### config.mk
export PLATFORM = sky130hd
export DESIGN_NAME = mul8_seq
export DESIGN_NICKNAME = d
export VERILOG_FILES = /design/src/rtl/mul8_seq_pkg.sv /design/src/rtl/mul8_seq_mul4.sv /design/src/rtl/mul8_seq.sv
export SDC_FILE = /design/constraint.sdc
export NUM_CORES = 1
export LEC_CHECK = 0
export BUFFER_PORTS_ARGS = -buffer_cell sky130_fd_sc_hd__buf_2
export CAP_MARGIN = 0
export CORE_MARGIN = 1
export CORE_UTILIZATION = 54
export CTS_BUF_LIST = sky130_fd_sc_hd__clkbuf_8
export CTS_CLUSTER_DIAMETER = 60
export DETAILED_ROUTE_END_ITERATION = 6
export PLACE_DENSITY = 0.91
export SLEW_MARGIN = 40
export SYNTH_ARGS = -nofsm -noshare
export SYNTH_HDL_FRONTEND = slang
export SYNTH_SLANG_ARGS = --single-unit
### constraint.sdc
create_clock -name clk -period 5.2 [get_ports clk]
set_clock_uncertainty 0.05 [all_clocks]
set_input_delay 0.26 -clock clk [delete_from_list [all_inputs] [get_ports clk]]
set_output_delay 0.26 -clock clk [all_outputs]
set_load 0.05 [all_outputs]
### src/rtl/mul8_seq_pkg.sv
// mul8_seq_pkg: state encoding and fixed widths shared by the sequential 8x8 multiplier
package mul8_seq_pkg;
    localparam int OPW  = 8;
    localparam int NIBW = 4;
    localparam int PW   = 16;
    typedef enum logic [2:0] {
        IDLE = 3'd0,
        PP0  = 3'd1,
        PP1  = 3'd2,
        PP2  = 3'd3,
        PP3  = 3'd4,
        DONE = 3'd5
    } state_e;
endpackage

### src/rtl/mul8_seq_mul4.sv
// Multiplier4b: combinational 4x4 multiplier; c=0 unsigned, c=1 two's-complement signed
module Multiplier4b
    import mul8_seq_pkg::*;
(
    input  logic [NIBW-1:0]   a,
    input  logic [NIBW-1:0]   b,
    input  logic              c,
    output logic [2*NIBW-1:0] p
);
    logic [2*NIBW-1:0] ax, bx;
    // The low 8 bits of a product of sign-extended operands equal the signed product
    always_comb begin
        ax = c ? {{NIBW{a[NIBW-1]}}, a} : {{NIBW{1'b0}}, a};
        bx = c ? {{NIBW{b[NIBW-1]}}, b} : {{NIBW{1'b0}}, b};
        p  = ax * bx;
    end
endmodule

### src/rtl/mul8_seq.sv
// mul8_seq: 8x8 unsigned multiplier built from four nibble products through one shared
// Multiplier4b, accumulated over PP0..PP3 and reported with a one-cycle done pulse.
module mul8_seq
    import mul8_seq_pkg::*;
(
    input  logic           clk,
    input  logic           rst,
    input  logic           start,
    input  logic [OPW-1:0] a,
    input  logic [OPW-1:0] b,
    output logic           busy,
    output logic           done,
    output logic [PW-1:0]  p
);
    state_e            state_q, state_d;
    logic [OPW-1:0]    a_q, a_d, b_q, b_d;
    logic [PW-1:0]     acc_q, acc_d;
    logic [NIBW-1:0]   mul_a, mul_b;
    logic [2*NIBW-1:0] pp;
    logic [3:0]        sh;
    logic              mul_c;

    Multiplier4b u_mul (
        .a(mul_a),
        .b(mul_b),
        .c(mul_c),
        .p(pp)
    );

    always_comb begin
        mul_c   = 1'b0;
        mul_a   = (state_q == PP1 || state_q == PP3) ? a_q[7:4] : a_q[3:0];
        mul_b   = (state_q == PP2 || state_q == PP3) ? b_q[7:4] : b_q[3:0];
        sh      = (state_q == PP0) ? 4'd0 : (state_q == PP3) ? 4'd8 : 4'd4;
        state_d = state_q;
        a_d     = a_q;
        b_d     = b_q;
        acc_d   = acc_q;
        case (state_q)
            IDLE: if (start) begin
                a_d     = a;
                b_d     = b;
                acc_d   = '0;
                state_d = PP0;
            end
            PP0: begin
                acc_d   = acc_q + (PW'(pp) << sh);
                state_d = PP1;
            end
            PP1: begin
                acc_d   = acc_q + (PW'(pp) << sh);
                state_d = PP2;
            end
            PP2: begin
                acc_d   = acc_q + (PW'(pp) << sh);
                state_d = PP3;
            end
            PP3: begin
                acc_d   = acc_q + (PW'(pp) << sh);
                state_d = DONE;
            end
            default: state_d = IDLE;
        endcase
    end

    always_ff @(posedge clk or posedge rst) begin
        if (rst) begin
            state_q <= IDLE;
            a_q     <= '0;
            b_q     <= '0;
            acc_q   <= '0;
        end else begin
            state_q <= state_d;
            a_q     <= a_d;
            b_q     <= b_d;
            acc_q   <= acc_d;
        end
    end

    assign busy = (state_q != IDLE);
    assign done = (state_q == DONE);
    assign p    = acc_q;
endmodule

==> impl_metrics.toml <==
[global_routing]
grt-ovfl-total = 0
grt_use_total_pct = 31.58
grt_pass1_wl_mm = 12.48
grt_max_degree = 36
grt_pass1_vias = 2636
antenna_found_initial = 0

[die]
rows = 25
start_util_pct = 56.71
io_pins = 37
die_h_um = 72.66
coreArea_um2 = 4755
die-area_um2 = 5279
die_x_um = 72.66

[yosys]
async_reset_ff_share_pct = 100.0
synthAdderAreaFrac_pct = 16.24
yosysWarningCount = 0
synthMuxAreaShare_pct = 9.652
synth-compound-area-share_pct = 20.00
ys_dominant_reg_cell = "dfrtp_1"
synthXorXnorAreaFrac_pct = 6.172
synth_top_family_by_area = "compound AO/OA/AOI/OAI gates"
ys_seq_area_share_pct = 32.48
synthSimpleGateAreaFrac_pct = 12.67
synth.largest_area_cell = "dfrtp_1"
ys_types = 44
ys_ff_latch = 35
synth_area_per_cell_um2 = 9.630
synth_top_cell_area_share_pct = 32.48
synth_area_leaders = "dfrtp_1, ha_1, mux2_2"
synth_fp_nets = 331
synth_edf_count = 0
netlist_area_um2 = 2696
netlist_instances = 280

[clocking]
root_buffer = "clkbuf_8"
clock_latency_ps = 310
cts.sinks = 35
cts_inserted_buffers = 5
cts_max_level = 2
hold_buffers = 0
cts.path.max_buffers = 2
clk_pin_slew_worst_paths_ps = 90
cts_tree = "yes"

[placement]
port_buffers = 36
post-place-cells = 404
routabilityCongestion = 0.8978
dp_slack_ps = -319.9
hpwl_mm = 5.155
placed_cell_area_um2 = 3179

[min_path]
min_path_type = "input pin to async pin"

[final_layout]
diodes = 0
fin_nets = 415
fillers = 295
fin_cells = 432
layout_common_cells = "buf_4, buf_2, dfrtp_1"
final_area_um2 = 3615
final_layout_size_suffix_gt1_share_pct = 43.84
final_common_cell = "buf_4"
areaGrowthSynthToFinish_pct = 34.06

[sta]
setup_violations = 9
slew_headroom_pct = 43.48
worst_pin_slew_ps = 846.9
rsz0062_at_grt = "yes"
fmax_mhz = 176.5
finalSetupTns_ps = -3080
period_needed_ps = 5667
final_hold_viol_count = 19
hold_ws_ps = -15.37
finalCritPeriodShare_pct = 109.0
setup_ws_ps = -467.0
final_max_slew_viol_count = 0

[routing]
vias = 2809
viasPerCell = 6.502
drt_iter0_drc = 337
routed_wl_mm = 9.074
drt_first_pass_iters = 5
drc_errors = 0
antenna_left = 0
avgRoutedWirePerCell_um = 21.00

[run_status]
status = "complete, but fails checks"
violations = "negative hold slack, negative setup slack"

[critical_path]
start_kind = "flop"
setup.worst_path.end_class = "flop"
cp.arrival_ps = 5820
critPathMaxFanout = 5
critPathKind = "flop to flop"
required_ps = 5350

[job]
maxCapViolCount = 0
-- routing by layer --
layer / global-route usage [%] / wire [um]
met5: 0 / 0
met4: 18.74 / 597
met3: 7.735 / 812
met2: 53.27 / 4309
met1: 36.39 / 3355
-- synth_stat cells (all sizes together) (5+ instances only) --
| master | number |
|---|---|
| a21o | 7 |
| a21oi | 19 |
| a22o | 16 |
| dfrtp | 35 |
| fa | 5 |
| ha | 27 |
| inv | 11 |
| mux2 | 16 |
| mux2i | 8 |
| nand2 | 19 |
| nand2b | 5 |
| nor2 | 30 |
| nor3 | 5 |
| o21ai | 13 |
| or2 | 6 |
| xnor2 | 8 |
| xor2 | 11 |
-- state kept, by name, indices dropped and copies added (netlist names) --
signal   flops
state_q      3
a_q          8
b_q          8
p           16
-- worst max-delay path, cell delays in order (launching register included) --
cell and delay (ps):
dfrtp_2 460, nand2_2 100, o21ai_4 330, mux2i_2 170
or2_4 290, fa_1 540, inv_2 50, fa_2 570
buf_4 120, inv_2 30, fa_2 360, inv_2 70
a21o_1 170, a21oi_2 90, xor2_1 270, nor2_1 80
a21oi_2 130, o21ai_1 80, ha_2 290, nand2_2 80
o21a_1 170, o31ai_4 90, a311o_2 410, a311oi_2 270
xnor2_1 100, a22o_1 200
-- final timing paths --
check                                             from                      to  slack, ps  cells after the start
min in group clk                                  a[3]      a_q[3]$_DFFE_PP0P_        140                      2
worst max register to register  state_q[1]$_DFFE_PP0P_       p[14]$_DFFE_PP0P_       -470                     25
max in group asynchronous                          rst  state_q[2]$_DFFE_PP0P_       4770                      3
worst min-delay path                               rst      b_q[2]$_DFFE_PP0P_        -20                      3
worst min register to register      b_q[0]$_DFFE_PP0P_      b_q[0]$_DFFE_PP0P_        460                      1
worst max-delay path            state_q[1]$_DFFE_PP0P_       p[14]$_DFFE_PP0P_       -470                     25
-- kinds of logic after synthesis --
family          after synthesis
xor+xnor                     19
flops                        35
mux                          24
buf+inv                      19
simple gates                 74
compound gates               77
fa+ha+maj                    32
-- metrics by stage --
| step | hold WS (ps) | util (%) |
|---|---|---|
| after global routing | 33.80 | 76.03 |
| after detailed placement | 330.6 | 66.87 |
| after global placement | 320.9 | 66.82 |
| after CTS | 13.64 | 72.79 |
| after floorplan | 361.7 | - |
| final | -15.37 | 76.03 |
-- cell type report --
class                   instances  area, um^2  share of cell area (%)
multi-input cells             226        1949                   53.93
flip-flops and latches         35       879.6                   24.33
repair buffers                 85       571.8                   15.82
well taps                      67       83.83                   2.319
clock buffers                   5       68.82                   1.904
inverters                      11       41.29                   1.142
clock inverters                 3       20.02                  0.5538
-- timing repair --
action / CTS / global route
pin swaps: 13 / 15
setup endpoints to repair: 7 / 9
buffers inserted: 12 / 8
resized for setup: 21 / 23
Power is left out: the tool's default activity adds up to more than one toggle a clock period on the data nets, which glitch-free logic cannot reach.
